[src/rtl/starfield_pkg.sv]
// Shared constants for the parallax starfield: LFSR tap table, per-layer seeds
// and power-on scroll speeds.
package starfield_pkg;

    localparam int MAX_LEN    = 24;
    localparam int MAX_LAYERS = 4;

    typedef logic [MAX_LEN-1:0] lfsr_word_t;
    typedef logic signed [3:0]  speed_t;

    // Nonzero for every supported LEN so no layer can start in the lockup state.
    localparam lfsr_word_t SEED [MAX_LAYERS] = '{
        24'h1FFFFF, 24'h0F1E3C, 24'h15A5A5, 24'h0C3C3C
    };

    localparam speed_t DEF_SPEED [MAX_LAYERS] = '{
        -4'sd1, -4'sd2, -4'sd3, -4'sd4
    };

    // Maximal-length Fibonacci taps, bit k set means stage k+1 feeds the XOR.
    function automatic lfsr_word_t TAPS_BY_LEN(input int len);
        lfsr_word_t taps;
        case (len)
            16:      taps = 24'h00D008;
            17:      taps = 24'h012000;
            18:      taps = 24'h020400;
            19:      taps = 24'h040023;
            20:      taps = 24'h090000;
            21:      taps = 24'h140000;
            22:      taps = 24'h300000;
            23:      taps = 24'h420000;
            24:      taps = 24'hE10000;
            default: taps = 24'h140000;
        endcase
        return taps;
    endfunction

endpackage

[src/rtl/starfield_lfsr_layer.sv]
// One star layer: frame counter with drift-adjusted period, double-buffered
// speed, seeded Fibonacci LFSR and the density/brightness taps.
module starfield_lfsr_layer
    import starfield_pkg::*;
#(
    parameter int                H         = 800,
    parameter int                V         = 525,
    parameter int                LEN       = 21,
    parameter int                MASK_BITS = 12,
    parameter int                BRIGHT_W  = 8,
    parameter int                SHIFT     = 0,
    parameter logic [LEN-1:0]    SEED_VAL  = '1,
    parameter logic [LEN-1:0]    TAPS_VAL  = '1,
    parameter logic signed [3:0] DEF_SPD   = -4'sd1
) (
    input  logic                clk,
    input  logic                rst,
    input  logic                i_en,
    input  logic                i_we,
    input  logic signed [3:0]   i_speed,
    output logic                o_wrap,
    output logic                o_hit,
    output logic [BRIGHT_W-1:0] o_bright
);

    localparam int HV = H * V;
    localparam int CW = $clog2(HV + 8);
    localparam logic signed [CW:0]  HV_M1    = (CW+1)'(HV - 1);
    localparam logic [LEN-1:0]      LOW_MASK = LEN'((64'(1) << MASK_BITS) - 64'(1));

    logic [CW-1:0]      r_cnt;
    logic [LEN-1:0]     r_sreg;
    logic signed [3:0]  r_speed;
    logic signed [3:0]  r_shadow;

    logic signed [CW:0] w_speed_ext;
    logic signed [CW:0] w_limit;
    logic               w_wrap;
    logic               w_fb;
    logic [LEN-1:0]     w_sreg_adv;

    // Last pixel index of this frame is H*V + speed - 1; one extra bit keeps
    // the sum non-negative for the most negative speed.
    assign w_speed_ext = {{(CW-3){r_speed[3]}}, r_speed};
    assign w_limit     = HV_M1 + w_speed_ext;
    assign w_wrap      = ($signed({1'b0, r_cnt}) == w_limit);

    assign w_fb        = ^(r_sreg & TAPS_VAL);
    assign w_sreg_adv  = {r_sreg[LEN-2:0], w_fb};

    // The LFSR holds the seed whenever the counter sits at 0, so every frame
    // replays the same sequence and a shorter/longer period shifts it.
    always_ff @(posedge clk) begin
        if (rst) begin
            r_cnt    <= '0;
            r_sreg   <= SEED_VAL;
            r_speed  <= DEF_SPD;
            r_shadow <= DEF_SPD;
        end else begin
            if (i_we) begin
                r_shadow <= i_speed;
            end
            if (i_en) begin
                if (w_wrap) begin
                    r_cnt   <= '0;
                    r_sreg  <= SEED_VAL;
                    r_speed <= r_shadow;
                end else begin
                    r_cnt   <= r_cnt + 1'b1;
                    r_sreg  <= w_sreg_adv;
                end
            end
        end
    end

    assign o_wrap   = w_wrap;
    assign o_hit    = &(r_sreg | LOW_MASK);
    assign o_bright = r_sreg[BRIGHT_W-1:0] >> SHIFT;

endmodule

[src/rtl/starfield_parallax.sv]
// Multi-layer starfield: per-layer LFSR generators, fixed-priority combine
// (layer 0 nearest) and registered pixel outputs.
module starfield_parallax
    import starfield_pkg::*;
#(
    parameter int H        = 800,
    parameter int V        = 525,
    parameter int LAYERS   = 3,
    parameter int LEN      = 21,
    parameter int MASK_W   = 12,
    parameter int BRIGHT_W = 8
) (
    input  logic                clk,
    input  logic                rst,
    input  logic                en,
    input  logic                cfg_we,
    input  logic [1:0]          cfg_layer,
    input  logic signed [3:0]   cfg_speed,
    output logic                sf_on,
    output logic [BRIGHT_W-1:0] sf_star,
    output logic [1:0]          sf_layer,
    output logic                frame_wrap
);

    if (H * V - 8 <= 0) begin : g_bad_frame
        $error("starfield_parallax: H*V must exceed 8");
    end
    if (LAYERS < 1 || LAYERS > MAX_LAYERS) begin : g_bad_layers
        $error("starfield_parallax: LAYERS must be 1..4");
    end
    if (LEN < 16 || LEN > MAX_LEN) begin : g_bad_len
        $error("starfield_parallax: LEN must be 16..24");
    end
    if (BRIGHT_W > LEN || MASK_W + LAYERS - 1 > LEN) begin : g_bad_widths
        $error("starfield_parallax: BRIGHT_W and deepest mask must fit in LEN");
    end

    logic [LAYERS-1:0]   w_we;
    logic [LAYERS-1:0]   w_wrap;
    logic [LAYERS-1:0]   w_hit;
    logic [BRIGHT_W-1:0] w_bright [LAYERS];
    logic                w_wrap_unused;

    logic                w_any;
    logic [BRIGHT_W-1:0] w_win_bright;
    logic [1:0]          w_win_layer;

    logic                r_sf_on;
    logic [BRIGHT_W-1:0] r_sf_star;
    logic [1:0]          r_sf_layer;
    logic                r_frame_wrap;

    // A cfg_layer beyond the last layer matches no decode term and is dropped.
    for (genvar gi = 0; gi < LAYERS; gi++) begin : g_layer
        assign w_we[gi] = cfg_we && (cfg_layer == 2'(gi));

        starfield_lfsr_layer #(
            .H         (H),
            .V         (V),
            .LEN       (LEN),
            .MASK_BITS (MASK_W + gi),
            .BRIGHT_W  (BRIGHT_W),
            .SHIFT     (gi),
            .SEED_VAL  (LEN'(SEED[gi])),
            .TAPS_VAL  (LEN'(TAPS_BY_LEN(LEN))),
            .DEF_SPD   (DEF_SPEED[gi])
        ) u_layer (
            .clk      (clk),
            .rst      (rst),
            .i_en     (en),
            .i_we     (w_we[gi]),
            .i_speed  (cfg_speed),
            .o_wrap   (w_wrap[gi]),
            .o_hit    (w_hit[gi]),
            .o_bright (w_bright[gi])
        );
    end

    // Only layer 0 defines the frame pulse; the other wraps stay internal.
    assign w_wrap_unused = ^w_wrap;

    // Walk from the deepest layer up so the nearest hitting layer wins.
    always_comb begin
        w_any        = 1'b0;
        w_win_bright = '0;
        w_win_layer  = '0;
        for (int li = LAYERS - 1; li >= 0; li--) begin
            if (w_hit[li]) begin
                w_any        = 1'b1;
                w_win_bright = w_bright[li];
                w_win_layer  = 2'(li);
            end
        end
    end

    always_ff @(posedge clk) begin
        if (rst) begin
            r_sf_on      <= 1'b0;
            r_sf_star    <= '0;
            r_sf_layer   <= '0;
            r_frame_wrap <= 1'b0;
        end else begin
            r_frame_wrap <= en && w_wrap[0];
            if (en) begin
                r_sf_on    <= w_any;
                r_sf_star  <= w_win_bright;
                r_sf_layer <= w_win_layer;
            end
        end
    end

    assign sf_on      = r_sf_on;
    assign sf_star    = r_sf_star;
    assign sf_layer   = r_sf_layer;
    assign frame_wrap = r_frame_wrap;

endmodule
[config.mk]
export PLATFORM = sky130hd
export DESIGN_NAME = starfield_parallax
export DESIGN_NICKNAME = d
export VERILOG_FILES = /design/src/rtl/starfield_pkg.sv /design/src/rtl/starfield_lfsr_layer.sv /design/src/rtl/starfield_parallax.sv
export SDC_FILE = /design/constraint.sdc
export NUM_CORES = 1
export LEC_CHECK = 0
export BUFFER_PORTS_ARGS = -buffer_cell sky130_fd_sc_hd__buf_2
export CELL_PAD_IN_SITES_DETAIL_PLACEMENT = 0
export CELL_PAD_IN_SITES_GLOBAL_PLACEMENT = 1
export CORE_UTILIZATION = 48
export CTS_CLUSTER_SIZE = 28
export DETAILED_ROUTE_END_ITERATION = 10
export PLACE_DENSITY_LB_ADDON = 0.1
export SETUP_SLACK_MARGIN = 0.4
export SLEW_MARGIN = 10
export SYNTH_ARGS = -nofsm -noshare
export SYNTH_HDL_FRONTEND = slang
export SYNTH_HIERARCHICAL = 1
export SYNTH_SLANG_ARGS = --single-unit
[constraint.sdc]
create_clock -name clk -period 2.8 [get_ports clk]
set_clock_uncertainty 0.2 [all_clocks]
set_input_delay 0.7 -clock clk [delete_from_list [all_inputs] [get_ports clk]]
set_output_delay 0.7 -clock clk [all_outputs]
set_load 0.005 [all_outputs]
## Word level (Yosys, flattened, before mapping)

Cells that the tools add are included.

- Input port bits: 10
- Register bits: 156
- Word-level logic and storage cells: 56

- Reduce and logical (&&, ||, !) cells: 14
- Muxes and demuxes: 15
- Add/sub/neg operators: 6
- Equal/unequal tests: 5

Operator list:

| operator | number |
|---|---|
| 2-to-1 mux 21 bit | 3 |
| XOR reduction 21 bit | 3 |
| adder 20 x 4 -> 20 bit, first input constant | 3 |
| equality test 20 bit | 3 |
| adder 19 x 1 -> 19 bit, second input constant | 3 |
| 2-to-1 mux 19 bit | 3 |
| 2-to-1 mux 8 bit | 2 |
| AND reduction 9 bit | 1 |
| AND reduction 8 bit | 1 |
| AND reduction 7 bit | 1 |
| 2-to-1 mux 2 bit | 3 |
| 2-to-1 mux 6 bit | 1 |
| AND reduction 2 bit | 3 |
| logical AND 1 bit | 4 |
| 2-to-1 mux 1 bit | 3 |
| equality test 2 x 1 -> 1 bit, second input constant | 1 |
| equality test 2 bit, second input constant | 1 |
| zero test 2 bit | 1 |

## Longest topological paths before layout

Gate-level depths: netlist (run 1).

- Depth in word-level cells: 4
- Gate-level depth with buffers: 9
- Gate-level depth less buffers: 9

## Hierarchy

Netlist (run 1), hierarchy kept.

Modules (own cells, without submodules):

| module | sequential area each (sq um) | area each (sq um) | instances | cells an instance |
|---|---|---|---|---|
| starfield_lfsr_layer (g_layer[1].u_layer) | 960.9 | 2,347.3 | 1 | 269 |
| starfield_lfsr_layer (g_layer[2].u_layer) | 960.9 | 2,321.0 | 1 | 266 |
| starfield_lfsr_layer (g_layer[0].u_layer) | 960.9 | 2,293.4 | 1 | 262 |
| starfield_parallax | 240.2 | 631.9 | 1 | 68 |

## Worst setup path before layout (run 1)

Ideal clock, no wire load.

- Kind: flip-flop to flip-flop
- Start point: register g_layer[1].u_layer.r_speed[0]
- End point: register g_layer[1].u_layer.r_cnt[10]
- Required time: 2.485 ns
- Stages on the path, launching flop included: 9
- Library setup time: 0.115 ns
- Setup slack: 0.392 ns
- Arrival time: 2.093 ns
- Clock period less this slack: 2.408 ns
- Path buffers: 1
- Cell sequence: dfxtp_1 > inv_1 > ha_1 > xor2_1 > nand3_1 > or4_4 > o31ai_4 > buf_6 > nor2_2

- Longest elaborated chain between the ends: 3

RTL lines:

| what | line | RTL |
|---|---|---|
| from (decl) | starfield_lfsr_layer.sv:33 | `logic signed [3:0] r_speed;` |
| from (signal assigned) | starfield_lfsr_layer.sv:67 | `r_speed <= r_shadow;` |
| adder 20 x 4 -> 20 bit | starfield_lfsr_layer.sv:45 | `assign w_limit = HV_M1 + w_speed_ext;` |
| equality test 20 bit | starfield_lfsr_layer.sv:46 | `assign w_wrap = ($signed({1'b0, r_cnt}) == w_limit);` |
| 2-to-1 mux 19 bit | starfield_lfsr_layer.sv:64 | `if (w_wrap) begin` |
| to (signal assigned) | starfield_lfsr_layer.sv:69 | `r_cnt <= r_cnt + 1'b1;` |
| to (decl) | starfield_lfsr_layer.sv:31 | `logic [CW-1:0] r_cnt;` |

Every way passes these cells.
A chain may end at the register's enable or synchronous reset.

## Worst setup path after layout (run 1)

- Start point: register g_layer[0].u_layer.r_cnt[9]
- End point: register r_frame_wrap (netlist: frame_wrap)

- Longest elaborated chain between the ends: 2

RTL lines:

| what | line | RTL |
|---|---|---|
| from (decl) | starfield_lfsr_layer.sv:31 |  |
| from (signal assigned) | starfield_lfsr_layer.sv:69 |  |
| equality test 20 bit | starfield_lfsr_layer.sv:46 |  |
| net w_wrap[0] | starfield_parallax.sv:39 | `logic [LAYERS-1:0] w_wrap;` |
| logical AND 1 bit | starfield_parallax.sv:103 | `r_frame_wrap <= en && w_wrap[0];` |
| to (signal assigned) | starfield_parallax.sv:103 |  |
| to (decl) | starfield_parallax.sv:51 | `logic r_frame_wrap;` |

The timed path passes the listed nets, and every way through them passes these cells.

==> results of run 1 <==
## worst paths after layout
check | to | slack [ns]
max reg2reg | frame_wrap | 0.39
min | g_layer[2].u_layer/r_sreg[9] | 0.27
max | frame_wrap | 0.39
min reg2reg | g_layer[2].u_layer/r_sreg[9] | 0.27
## per-stage QoR
stage          worst slack, ns  instance area [sq um]  total power [W]  utilization (%)  hold slack, ns
2_1_floorplan           0.4015                   7590         0.002561                -          0.2409
3_3_place_gp            0.3114                   7655         0.002616            49.98          0.2491
3_5_place_dp            0.2359                   7655         0.002624            49.98          0.2567
4_1_cts                 0.4202                   8218         0.004758            53.66          0.2646
5_1_grt                 0.3244                   8482         0.004902            55.38          0.2844
6_report                0.3929                   8482         0.004709            55.38          0.2651
## metal layers
metal	wire (um)	GRT usage (%)	up-vias
met4	146	6.851	0
met1	8035	28.01	2901
met3	557	4.841	14
met2	7980	34.84	90
met5	0	0	-
li1	-	-	3027
## power groups by stage
| stage | Clock (W) | Combinational [W] | Sequential, W |
|---|---|---|---|
| after global placement | 0 | 0.000240 | 0.00238 |
| after detailed placement | 0 | 0.000247 | 0.00238 |
| after global routing | 0.00228 | 0.000284 | 0.00233 |
| after CTS | 0.00218 | 0.000251 | 0.00233 |
| final | 0.00213 | 0.000253 | 0.00233 |
| after floorplan | 0 | 0.000196 | 0.00236 |
## cells in the final DEF (no fill, tap or decap), drive strengths merged, types with 3 or more instances in the layout
| master | instances |
|---|---|
| clkbuf | 23 |
| nor4 | 12 |
| o22ai | 3 |
| nor2b | 17 |
| a211oi | 24 |
| buf | 54 |
| mux2i | 12 |
| o31ai | 10 |
| nor3 | 49 |
| nand4 | 29 |
| and4 | 7 |
| and3 | 6 |
| nand2 | 55 |
| o21ai | 28 |
| nand3b | 7 |
| conb | 3 |
| nand2b | 13 |
| clkinvlp | 4 |
| ha | 6 |
| a21oi | 51 |
| clkinv | 8 |
| xnor2 | 28 |
| xor2 | 38 |
| nand4b | 4 |
| a211o | 6 |
| inv | 14 |
| nor3b | 23 |
| o211ai | 25 |
| nand3 | 22 |
| a221oi | 8 |
| nor2 | 86 |
| or3 | 3 |
| o32ai | 8 |
| dfxtp | 156 |
## worst max-delay path: stages (launching register included)
cell and delay, ns:
sky130_fd_sc_hd__dfxtp_4 0.34, sky130_fd_sc_hd__or4b_4 0.55, sky130_fd_sc_hd__nor4_4 0.26, sky130_fd_sc_hd__o211ai_1 0.17
sky130_fd_sc_hd__buf_4 0.18, sky130_fd_sc_hd__or2_4 0.28, sky130_fd_sc_hd__buf_12 0.17, sky130_fd_sc_hd__clkinv_8 0.04
sky130_fd_sc_hd__nand2_2 0.04, sky130_fd_sc_hd__nor2_1 0.10
## sequential cells by signal (all words and copies together) (netlist names)
name and cells:
g_layer.u_layer/r_shadow 12, g_layer.u_layer/r_cnt 57, frame_wrap 1, sf_on 1
g_layer.u_layer/r_speed 12, g_layer.u_layer/r_sreg 63, sf_star 8, sf_layer 2
## layout make-up
| class | count | area (sq um) |
|---|---|---|
| Sequential cell | 156 | 3132 |
| Tap cell | 211 | 264.0 |
| Clock inverter | 11 | 97.59 |
| Multi-Input combinational cell | 605 | 4026 |
| Clock buffer | 21 | 440.4 |
| Timing Repair Buffer | 56 | 449.2 |
| Fill cell | 1385 | 6833 |
| Inverter | 16 | 72.57 |
## repair_timing
item                       CTS  global route
pin swaps                    1             9
cloned                       1             5
setup endpoints to repair   33            75
hold buffers                 0             0
setup buffers                0             5
resized for setup            7            39
==> impl_summary.txt, run 1 <==
----------------------------------------------------
[Critical path]
  Worst setup EP type ... flip-flop
  Crit path from ... g_layer[0].u_layer/r_cnt[9]
  Highest fanout seen on the critical path ... 6
  Arrival time reported for the critical path endpoint ... 2.57 ns
  R2R Path Start ... g_layer[0].u_layer/r_cnt[9]
  Category of the most critical setup path ... flip-flop to flip-flop
  Critical Path RT ... 2.96 ns
  Worst R2R Path Depth ... 9
  Crit path launch type ... flip-flop

[Detailed routing]
  Drt first pass iters ... 5
  Average via count per standard cell ... 5.606
  Routed length per instance ... approximately 16 um
  Number of violations reported at the end of detailed-routing iteration 0 ... 335
  Number of remaining DRC errors ... 0
  Number of routed nets with antenna violations ... 0
  Via count ... between 6000 and 7000
  Total Routed Length ... about 17000 um

[Placed design]
  Final HPWL DP ... 10550 um
  Count of input and output buffers ... 21
  Final weighted congestion in routability-driven placement ... 0.8312
  Placed insts ... between 1000 and 1500

[Floorplan]
  Horizontal die dimension ... 127.7 um
  Core area ... roughly 0.015 sq mm
  Placement row count ... 45
  Number of ports placed on the die boundary ... 22
  Overall die area ... between 0.015 and 0.02 sq mm
  Chip height ... 127.7 um
  Starting density of the core ... between 40% and 50%

[Cells and area]
  Total number of nets in the final design ... ~870
  Fraction of final layout cells with drive strength greater than 1 ... 17.46%
  Layout overhead on the synthesized area ... 11.81%
  Final cell count without fillers ... about 1100
  Antenna diode count ... 0

[Power]
  Total internal power ... between 0.003 and 0.004 W
  Logic pwr share ... under 10%
  Static power due to leakage ... 2.863 nW
  Share of power burned in the clock network ... a little under half
  Switching fraction of total power ... a little under a quarter
  Power density of the placed cells ... between 500 and 600 mW/mm^2
  Share of power burned in registers ... about half
  Switching power ... 0.001109 W
  Peak supply drop ... between 0.4 and 0.5 mV

[Global route]
  Number of antenna violations at the first check in global routing ... 0
  Overall Global Routing Usage ... 21.35%
  First-pass GRT wire length ... 28080 um
  Via count of the first global-routing pass ... approximately 5800
  Largest net degree at the start of global routing ... 65
  Aggregate global routing overflow ... 0

[Clock network]
  Clock sink count ... around 160
  CTS buffer count ... 17
  Worst-skew pair later-pin latency ... 0.42 ns
  TritonCTS clock tree ... yes
  H-tree level count ... 4
  Clock buffer depth ... 2
  Register clock-pin slew on the reported worst setup and hold paths ... roughly 0.060 ns
  Root Buffer ... sky130_fd_sc_hd__clkbuf_16

[STA]
  Setup repair after global routing missed its margin ... yes
  Share of the clock period used by the worst path after layout ... around 86%
  Number of endpoints failing setup at the final stage ... 0
  Shortest clock period the worst path allows after layout ... 2.407 ns
  Worst Max-Slew Pin Slew ... about 0.65 ns
  Max transition margin ... a little under three fifths
  Sum of negative setup slack ... 0 ns
  Count of final hold-check violations ... 0
  Highest clock frequency the design can meet ... a little over 400 MHz
  Final count of pins violating max slew ... 0

[Run status]
  Result of the run ... completed

[Min path]
  Worst hold stages ... 2
  Type of the worst min-delay path ... flip-flop to flip-flop
  Worst Hold Launch ... g_layer[2].u_layer/r_sreg[9]

[Run]
  Max Cap Violations ... 0

[Yosys]
  Syn Std Cell Area ... about 0.0076 sq mm
  Number of warning messages in the yosys log ... 6
  Mean instance size in the synthesized netlist ... about 8.8 sq um
  Synthesized instance count ... between 800 and 900

----------------------------------------------------
Power figures use the tool's default switching activity.
==> run 2: changes to the inputs <==
--- a/config.mk
+++ b/config.mk
@@ -5,10 +5,11 @@
 export SDC_FILE = /design/constraint.sdc
 export NUM_CORES = 1
 export LEC_CHECK = 0
+export ABC_AREA = 1
 export BUFFER_PORTS_ARGS = -buffer_cell sky130_fd_sc_hd__buf_2
 export CELL_PAD_IN_SITES_DETAIL_PLACEMENT = 0
 export CELL_PAD_IN_SITES_GLOBAL_PLACEMENT = 1
-export CORE_UTILIZATION = 48
+export CORE_UTILIZATION = 46
 export CTS_CLUSTER_SIZE = 28
 export DETAILED_ROUTE_END_ITERATION = 10
 export PLACE_DENSITY_LB_ADDON = 0.1
==> run 2 against run 1 <==
Sequential power barely moved. Total power rose by 11%. Utilization fell by 3.3 points. First-iteration DRC count rose by 1.2%. Critical path depth rose by 2. Highest routed layer unchanged.
==> impl_summary.txt, run 2 <==
----------------------------------------------------
[Clock network]
  Setup fix buffers added after clock tree synthesis ... 0
  Post-CTS resize count ... 0
  Clock buffer depth ... 2
  H-tree level count ... 4
  CTS buffer count ... 17
  TritonCTS clock tree ... yes
  Worst-skew pair later-pin latency ... about 0.41 ns
  Number of hold buffers added after CTS ... 0
  Root Buffer ... sky130_fd_sc_hd__clkbuf_16
  Register clock-pin slew on the reported worst setup and hold paths ... around 0.060 ns
  Clock sink count ... ~160

[Floorplan]
  Core area ... ~0.017 sq mm
  Horizontal die dimension ... 134.1 um
  Starting density of the core ... 47.73%
  Number of ports placed on the die boundary ... 22
  Placement row count ... between 40 and 50
  Chip height ... roughly 130 um
  Overall die area ... 0.01798 sq mm

[Power]
  Share of power burned in registers ... 45.0%
  Peak supply drop ... 0.4225 mV
  Switching power ... 0.001194 W
  Total internal power ... 0.004052 W
  Share of power burned in the clock network ... 48.4%
  Power density of the placed cells ... 598.8 mW/mm^2
  Logic pwr share ... 6.5%
  Switching fraction of total power ... between 20% and 30%
  Static power due to leakage ... around 4.0 nW

[Cells and area]
  Antenna diode count ... 0
  Most flop-heavy register ... g_layer.u_layer/r_sreg
  Fraction of final layout cells with drive strength greater than 1 ... 11.49%
  Most frequent cells in the layout ... sky130_fd_sc_hd__nand2_1 (316), sky130_fd_sc_hd__dfxtp_1 (156), sky130_fd_sc_hd__nand3_1 (131), sky130_fd_sc_hd__inv_1 (123), sky130_fd_sc_hd__nor2_1 (105)
  Layout overhead on the synthesized area ... 9.133%
  Flip-flop count of the largest register, all copies and words added ... 63
  Total number of nets in the final design ... 1169
  Regs by FF count ... g_layer.u_layer/r_sreg (63), g_layer.u_layer/r_cnt (57)
  Count of fill cells added during filler insertion ... ~1700
  Leading cell type in the layout, fill and taps excluded ... sky130_fd_sc_hd__nand2_1

[Critical path]
  Crit path max-delay cell type ... sky130_fd_sc_hd__dfxtp_1
  Highest fanout seen on the critical path ... 11
  Crit-path cells ... inv_1 > ha_1 > inv_1 > nand2_1 > nand3_1 > nor2_1 > nand3_1 > nor2_4 > nand3_2 > nand3_1 > inv_1
  Critical Path RT ... slightly below 3 ns
  Count of buffer and inverter cells on the critical path ... 3
  Crit path launch type ... flip-flop
  Family with the most delay on the worst path ... simple AND/OR/NAND/NOR gates
  Arrival time reported for the critical path endpoint ... 2.31 ns
  Highest cell delay on the worst timing path ... about 0.33 ns
  Category of the most critical setup path ... flip-flop to flip-flop
  Worst setup EP type ... flip-flop

[Yosys]
  Synthesized instance count ... roughly 1200
  Mean instance size in the synthesized netlist ... between 6 and 7 sq um
  Number of warning messages in the yosys log ... 6
  Syn Std Cell Area ... between 0.008 and 0.009 sq mm

[Run status]
  Result of the run ... completed

[Placed design]
  Count of input and output buffers ... 21
  Final HPWL DP ... about 12000 um
  Final weighted congestion in routability-driven placement ... around 0.81
  Setup Slack @ Placement ... roughly 0.52 ns

[STA]
  Highest clock frequency the design can meet ... around 450 MHz
  Count of final hold-check violations ... 0
  Sum of negative setup slack ... 0 ns
  Worst Max-Slew Pin Slew ... approximately 0.68 ns
  Shortest clock period the worst path allows after layout ... between 2 and 2.5 ns
  Final count of pins violating max slew ... 0
  Setup repair after global routing missed its margin ... no
  Max transition margin ... between 50% and 60%
  Share of the clock period used by the worst path after layout ... approximately four fifths
  Number of endpoints failing setup at the final stage ... 0
  WHS ... roughly 0.26 ns
  Min setup slack post-route ... ~0.6 ns

[Run]
  Max Cap Violations ... 0

[Detailed routing]
  Number of remaining DRC errors ... 0
  Number of routed nets with antenna violations ... 0
  Via count ... about 6900
  Routed length per instance ... approximately 13 um
  Total Routed Length ... roughly 18000 um
  Average via count per standard cell ... approximately 5
  Number of violations reported at the end of detailed-routing iteration 0 ... between 300 and 400
  Drt first pass iters ... 5

[Global route]
  Number of antenna violations at the first check in global routing ... 0
  Aggregate global routing overflow ... 0
  Largest net degree at the start of global routing ... just over 70
  Via count of the first global-routing pass ... between 6000 and 7000
  First-pass GRT wire length ... 30820 um
  Overall Global Routing Usage ... about a fifth

[Min path]
  Type of the worst min-delay path ... flip-flop to flip-flop

----------------------------------------------------
## run 2: cell count changes in the layout (fill, tap and decap cells not counted), moves of 25 or more
cell and change:
sky130_fd_sc_hd__nand2_1 +262, sky130_fd_sc_hd__inv_1 +110, sky130_fd_sc_hd__nand3_1 +109, sky130_fd_sc_hd__a21oi_1 +36
sky130_fd_sc_hd__nor2_1 +29, sky130_fd_sc_hd__nor3_1 -25
## run 2: layer usage
layer | global-route usage [%] | vias up | part of all wire (%)
li1 | - | 3665 | -
met2 | 35.03 | 91 | 47
met3 | 3.855 | 10 | 2.6
met1 | 28.17 | 3120 | 50
met5 | 0 | - | 0
met4 | 6.305 | 0 | 1.0
## run 2: path summary, 6_finish.rpt
path                                  startpoint                        endpoint  slack [ns]  cells after the start
setup reg to reg   g_layer[1].u_layer/r_speed[0]    g_layer[1].u_layer/r_cnt[14]        0.60                     11
setup / recovery   g_layer[1].u_layer/r_speed[0]    g_layer[1].u_layer/r_cnt[14]        0.60                     11
hold reg to reg   g_layer[1].u_layer/r_shadow[0]  g_layer[1].u_layer/r_shadow[0]        0.26                      2
hold / removal    g_layer[1].u_layer/r_shadow[0]  g_layer[1].u_layer/r_shadow[0]        0.26                      2
## run 2: area by class of cell
class / count / area [sq um] / area share, %
flip-flops and latches: 156 / 3123 / 35.65
clock buffers: 21 / 460.4 / 5.256
well taps: 220 / 275.3 / 3.142
inverters: 141 / 543.0 / 6.198
multi-input cells: 806 / 3960 / 45.20
repair buffers: 31 / 210.2 / 2.399
clock inverters: 11 / 188.9 / 2.157
## run 2: worst reg2reg max path: cells and delay by family (launching register included)
| kind | cells | cell delay, ns |
|---|---|---|
| buffers and inverters | 3 | 0.17 |
| and+or+nand+nor | 7 | 1.10 |
| DFF | 1 | 0.33 |
| adders and majority gates | 1 | 0.30 |
## run 2: through the flow
step | cell area [sq um] | total power (W) | utilization (%) | std cells
global placement | 8102 | 0.002755 | 48.17 | 1353
finish | 8761 | 0.005246 | 52.09 | 1386
CTS | 8751 | 0.005320 | 52.03 | 1385
global route | 8761 | 0.005475 | 52.09 | 1386
floorplan | 8031 | 0.002679 | - | 1169
detailed placement | 8102 | 0.002756 | 48.17 | 1353
## run 2: power by group through the flow
stage	clock, W	sequential (W)	combinational (W)
floorplan	0	0.00239	0.000285
global placement	0	0.00241	0.000343
detailed placement	0	0.00241	0.000344
CTS	0.00261	0.00236	0.000346
global route	0.00271	0.00237	0.000393
finish	0.00254	0.00236	0.000343
